[src/rtl/mult_arbiter.sv]
// Two-requester front end for a shared sequential 8x8 multiplier.
// Round-robin on ties, one transaction in flight, timeout abort on a stuck multiplier.
module mult_arbiter #(
    parameter int unsigned TIMEOUT = 8
) (
    input  logic        clk,
    input  logic        reset_a,
    input  logic [1:0]  req,
    input  logic [7:0]  a0,
    input  logic [7:0]  b0,
    input  logic [7:0]  a1,
    input  logic [7:0]  b1,
    output logic [1:0]  gnt,
    output logic [1:0]  rsp_valid,
    input  logic [1:0]  rsp_ack,
    output logic [15:0] rsp_data,
    output logic        rsp_err,
    output logic        mul_start,
    output logic [7:0]  mul_a,
    output logic [7:0]  mul_b,
    input  logic        mul_done,
    input  logic [15:0] mul_product,
    output logic        err_flag,
    output logic        busy
);

    typedef enum logic [2:0] {StIdle, StIssue, StWait, StResp, StAbort} state_e;

    localparam logic [7:0] TimerLast = 8'(TIMEOUT - 1);

    state_e     state;
    logic       owner;
    logic       last_served;
    logic [7:0] timer;
    logic       winner;

    // On a tie the requester that was not served last wins.
    always_comb begin
        winner = 1'b0;
        unique case (req)
            2'b01:   winner = 1'b0;
            2'b10:   winner = 1'b1;
            2'b11:   winner = ~last_served;
            default: winner = 1'b0;
        endcase
    end

    // rsp_data doubles as the result register; it reads 0 whenever no response is pending.
    always_ff @(posedge clk) begin
        if (reset_a) begin
            state       <= StIdle;
            owner       <= 1'b0;
            last_served <= 1'b1;
            timer       <= 8'd0;
            gnt         <= 2'b00;
            rsp_valid   <= 2'b00;
            rsp_data    <= 16'd0;
            rsp_err     <= 1'b0;
            mul_start   <= 1'b0;
            mul_a       <= 8'd0;
            mul_b       <= 8'd0;
            err_flag    <= 1'b0;
            busy        <= 1'b0;
        end else begin
            case (state)
                StIdle: begin
                    if (req != 2'b00) begin
                        owner     <= winner;
                        mul_a     <= winner ? a1 : a0;
                        mul_b     <= winner ? b1 : b0;
                        gnt       <= winner ? 2'b10 : 2'b01;
                        mul_start <= 1'b1;
                        busy      <= 1'b1;
                        state     <= StIssue;
                    end
                end
                StIssue: begin
                    gnt       <= 2'b00;
                    mul_start <= 1'b0;
                    timer     <= 8'd0;
                    state     <= StWait;
                end
                StWait: begin
                    if (mul_done) begin
                        rsp_data  <= mul_product;
                        rsp_valid <= owner ? 2'b10 : 2'b01;
                        rsp_err   <= 1'b0;
                        state     <= StResp;
                    end else begin
                        timer <= timer + 8'd1;
                        if (timer == TimerLast) begin
                            rsp_data  <= 16'd0;
                            rsp_valid <= owner ? 2'b10 : 2'b01;
                            rsp_err   <= 1'b1;
                            err_flag  <= 1'b1;
                            state     <= StAbort;
                        end
                    end
                end
                StResp, StAbort: begin
                    if (rsp_ack[owner]) begin
                        rsp_valid   <= 2'b00;
                        rsp_err     <= 1'b0;
                        rsp_data    <= 16'd0;
                        last_served <= owner;
                        busy        <= 1'b0;
                        state       <= StIdle;
                    end
                end
                default: state <= StIdle;
            endcase
        end
    end

endmodule

[config.mk]
export PLATFORM = sky130hd
export DESIGN_NAME = mult_arbiter
export DESIGN_NICKNAME = d
export VERILOG_FILES = /design/src/rtl/mult_arbiter.sv
export SDC_FILE = /design/constraint.sdc
export NUM_CORES = 1
export LEC_CHECK = 0
export ABC_CLOCK_PERIOD_IN_PS = 2320
export BUFFER_PORTS_ARGS = -buffer_cell sky130_fd_sc_hd__buf_2
export CORE_MARGIN = 10
export CORE_UTILIZATION = 45
export CTS_CLUSTER_SIZE = 8
export DETAILED_ROUTE_END_ITERATION = 10
export GPL_TIMING_DRIVEN = 0
export PLACE_DENSITY = 0.74
export SYNTH_ARGS = -nofsm -noshare
export SYNTH_HDL_FRONTEND = slang
export SYNTH_SLANG_ARGS = --single-unit
[constraint.sdc]
create_clock -name clk -period 2.32 [get_ports clk]
set_input_delay 0.464 -clock clk [delete_from_list [all_inputs] [get_ports clk]]
set_output_delay 0.464 -clock clk [all_outputs]
set_load 0.03 [all_outputs]
# [Yosys cells after proc, flatten, opt, wreduce, memory -nomap -nowiden]
# Cells that the tools add are included.
[totals] elab_cells=74 mem_bits_rw=0 latchBits=0 input_bits=55 regBits=53 romBits=0 memories=0 output_inout_bits=40
[op_classes] addsub=1 n_reduce_logical=15 n_lt_le_gt_ge=1 n_bitwise=2 n_mux=31 n_shift=0 eq_ne=11 multipliers=0 div=0
[ops] operator="$mux 16" n=3
[ops] operator="$pmux 16 s2" n=1
[ops] operator="$mux 8" n=3
[ops] operator="$pmux 8 s2" n=1
[ops] operator="$mux 2" n=6
[ops] operator="$mux 3" n=4
[ops] operator="$pmux 3 s4" n=1
[ops] operator="$reduce_and 3->1" n=4
[ops] operator="$reduce_bool 2->1" n=5
[ops] operator="$add 8x1->8 const B" n=1
[ops] operator="$eq 8x3->1 const B" n=1
[ops] operator="$pmux 1 s2" n=4
[ops] operator="$pmux 2 s2" n=2
[ops] operator="$reduce_and 2->1" n=4
[ops] operator="$eq 3x2->1 const B" n=2
[ops] operator="$mux 1" n=6
[ops] operator="$ne 2x2->1 const B" n=3
[ops] operator="$eq 2x2->1 const B" n=2
[ops] operator="$eq 3x1->1 const B" n=1
[ops] operator="$eq 3x3->1 const B" n=1
[ops] operator="$logic_not 3->1" n=1
[ops] operator="$ne 3x3->1 const B" n=1
[ops] operator="$lt 1x2->1 const B" n=1
[ops] operator="$not 1->1" n=2
[ops] operator="$reduce_or 2->1" n=1

# [Longest topological paths before layout]
[depth] depth_word=5 mapped_depth=6 mapped_depth_nobuf=5

# [Worst setup path after synthesis]
# OpenSTA, ideal clock, no wires.
[synth_path] kind="register -> register" from="register timer[0]" to="register rsp_data[1]" path_slack_ps=693 synth_period_minus_slack_ps=1627 path_stages_with_launch=7 setup_time_ps=120 n_path_buf=1 arrival_time_ps=1508 t_required_ps=2200 cell_sequence="dfxtp_1 ha_1 nor4b_1 nand3_1 a32o_2 buf_6 mux2i_1"
[synth_via] elab_chain_len=3
[synth_lines] element="start, declared" line="34" rtl="logic [7:0] timer;"
[synth_lines] element="start signal, assigned" line="90" rtl="timer <= timer + 8'd1;"
[synth_lines] element="$eq 8x3->1" line="91" rtl="if (timer == TimerLast) begin"
[synth_lines] element="$ne 3x3->1 (no line)"
[synth_lines] element="$reduce_and 3->1 (no line)"
[synth_lines] element="end signal, assigned" line="85" rtl="rsp_data <= mul_product;"
[synth_lines] element="end, declared" line="16" rtl="output logic [15:0] rsp_data,"
# Every way passes these cells.
# A chain may end at the register's enable or synchronous reset.

# [Worst setup path after layout]
[layout_path] from="register timer[0]" to="register rsp_valid[1]"
[layout_via] elab_chain_len=3
[layout_lines] element="$eq 8x3->1" line="91"
[layout_lines] element="$ne 3x3->1 (no line)"
[layout_lines] element="$reduce_and 3->1 (no line)"
[layout_lines] element="end signal, assigned" line="86" rtl="rsp_valid <= owner ? 2'b10 : 2'b01;"
[layout_lines] element="end signal, assigned" line="93" rtl="rsp_valid <= owner ? 2'b10 : 2'b01;"
[layout_lines] element="end, declared" line="14" rtl="output logic [1:0] rsp_valid,"
# Every way passes these cells.

==> run summary <==
R2r setup slk = 0.47 ns
Synth top area share = 44.1%
Critical-path top delay cell = dfxtp_1
Post-CTS Resized = 0
Synth Warn # = 0
DR WL/cell = 14.4 um
Final GP Congestion = 0.878
Setup TNS = 0 ns
Hold crit path type = in -> reg
Final Cycle Share = 79.8%
Crit Path Class = reg -> reg
Max-slew violations = 0
WP data required = 2.52 ns
Pwr/cell area = 760 mW/mm^2
Cts bufs inserted = 5
Internal power = 0.00153 W
Final setup viols = 0
Synth Area in Adders = 0.521%
#FFs+latches synth = 53
Via density = 5.00
Number of global-route vias before repair = 2167
Post-Synthesis Cells = 258
Drt total wl = 6.20 mm
Critical Path Sink Type = register
Fraction of registers with async set/reset = 0%
Htree depth = 2
Post-layout minimum cycle time = 1.85 ns
Via count = 2149
VDD IR-drop max = 0.329 mV
Power share of the clock group = 25.0%
RR Startpoint = timer[0]
XOR/XNOR share of the synthesized area = 1.46%
FF-to-FF path depth = 6
Max Cap Viol = 0
Slowest cell delay on critical path = 0.41 ns
Share of cells above drive strength 1 = 31.4%
Commonest cells in the netlist = dfxtp_1 (53), mux2i_1 (36), nor2_1 (29)
Synthesized area = 0.00240 sq mm
Count leader, synth = dfxtp_1
Remaining antenna violation count = 0
Hold buffer count at CTS = 0
Die area = 0.00866 sq mm
Later-pin clock latency in the skew report = 0.31 ns
Post-CTS setup buffers = 0
Hold EP = rsp_data[10]
Least-Margin Pin Slew = 0.476 ns
Detailed placement HPWL = 4.97 mm
Delay-heaviest family, CP = simple AND/OR/NAND/NOR gates
Drt first-iter violations = 84
Final Hold Fails = 0
Logic pwr share = 29.6%
Worst EP arrival = 2.05 ns
1st-pass router iterations = 4
Clock root buffer = clkbuf_8
Outcome = finished, final reports clean
Compound-gate portion of the synthesized area = 13.8%
Crit path launch type = register
Die width = 93.1 um
Buf/Inv on CP = 1
Clock Pin Slew Worst Setup and Hold Paths = 0.10 ns
Lkg Pwr = 1.48 nW
Post-synthesis simple-gate area fraction = 21.1%
Post-synth cell types = 44
CP Cell Sequence = ha_1, nor4b_1, nand3_1, a32o_2, buf_6, mux2i_1
Port bufs = 94
Largest net degree at the start of global routing = 17
Row count = 26
Post-synth net total = 314
Die Y = 93.1 um
Ports = 95
Initial Util = 46.8%
Largest family of logic cells by synthesized area = simple AND/OR/NAND/NOR gates
Critical R2R Capture = rsp_valid[1]
Seq/Total Area, Yosys = 44.1%
Hold path start = mul_product[10]
Mux contribution to synthesized area = 15.0%
Post-synth EDFFs = 0
RSZ-0062 raised after global routing = no
Net switching power = 0.000797 W
Dominant synthesized flop cell = dfxtp_1
Final net count = 415
Top post-synthesis cells by area = dfxtp_1 (44%), mux2i_1 (15%), nand2b_1 (5.2%), a211oi_1 (5.0%), nor2_1 (4.5%)
Hold Path Depth = 3
Gr ovfl total = 0
First-pass GRT wire length = 10.2 mm
Sw Ratio = 34.2%
Antenna diode count = 0
GRT Util Overall = 14.2%
Worst Skew = 0.0104 ns
Residual DRC = 0
Sequential Power Share = 45.5%
Critical path peak fanout = 10
Clk sinks = 53
Max transition margin = 67.3%
Leading area contributor after synthesis = dfxtp_1
Fmax = 540 MHz
Clock Path Buffers = 2
Layout area overhead = 27.6%
CTS tree = yes
PnR worst setup slack = 0.468 ns
Core area = 0.00514 sq mm
Pre-CTS setup slack = 0.349 ns
Initial antenna violation count = 0
Syn avg cell area = 9.32 sq um
==> final cells by class <==
class / instances / area, sq um
plain buffers: 16 / 82.6
clock buffers: 7 / 96.3
clock inverters: 1 / 8.76
fillers: 501 / 2070
inverters: 3 / 11.3
multi-input cells: 186 / 1250
flip-flops and latches: 53 / 1060
well taps: 70 / 87.6
repair buffers: 94 / 470
==> layout by cell type, fill, tap and decap left out, drive strengths merged, types with 2 or more instances in the layout <==
cell	instances
a211oi	16
a21oi	6
a22oi	3
a32o	2
and3b	2
buf	103
clkbuf	14
dfxtp	53
inv	4
mux2i	36
nand2	25
nand2b	20
nand3	2
nor2	29
nor2b	2
nor3	4
nor3b	2
nor4	2
o211ai	4
o21ai	5
o21bai	2
o22ai	2
or3	2
or4	2
xor2	4
==> power by group through the flow <==
stage,Combinational [W],Sequential (W),Clock (W)
detailed placement,0.000697,0.00108,0
global route,0.000762,0.00107,0.000631
CTS,0.000699,0.00106,0.000593
global placement,0.000690,0.00108,0
finish,0.000689,0.00106,0.000581
floorplan,0.000323,0.00124,0
==> cells by family after synthesis <==
group           after synthesis
simple gates                 98
buf+inv                      19
flops                        53
mux                          36
fa+ha+maj                     1
compound gates               47
xor+xnor                      4
==> metal layers <==
layer	share of wire (%)	routed length, um	GRT usage (%)	vias up
met5	0	0	0	-
met4	1.5	90	5.78	0
met3	10	618	6.95	8
met2	41	2550	20.8	76
met1	48	2950	17.4	951
li1	-	-	-	1114
==> registers in the layout, indices dropped and copies added, names as in the netlist <==
register,cells
mul_b,8
state,3
gnt,2
rsp_data,16
rsp_err,1
mul_start,1
rsp_valid,2
busy,1
mul_a,8
err_flag,1
last_served,1
timer,8
owner,1
==> worst register-to-register path, delay by kind of cell, from the launching register on <==
kind,cells,cell delay [ns]
adders and majority gates,1,0.22
buffers and inverters,1,0.17
muxes,1,0.13
AOI/OAI and AO/OA,1,0.32
DFF,1,0.41
and+or+nand+nor,2,0.49
==> worst max path at each step <==
stage,endpoint,from,depth (start not counted)
after floorplan,rsp_data[1],timer[0],6
after global placement,rsp_data[9],mul_done,6
after detailed placement,rsp_data[9],mul_done,6
after CTS,rsp_valid[1],timer[0],6
after global routing,rsp_data[9],timer[0],6
final,rsp_valid[1],timer[0],6
==> stage by stage <==
step / std cells / utilization [%] / total power [W] / hold WS (ns) / cell area [sq um]
floorplan: 258 / - / 0.00156 / 0.467 / 2400
global placement: 422 / 57.6 / 0.00177 / 0.438 / 2960
detailed placement: 422 / 57.6 / 0.00178 / 0.442 / 2960
CTS: 430 / 59.7 / 0.00235 / 0.376 / 3070
global route: 430 / 59.7 / 0.00247 / 0.376 / 3070
finish: 430 / 59.7 / 0.00233 / 0.383 / 3070
Note: power is estimated with default switching activity, not from simulation.
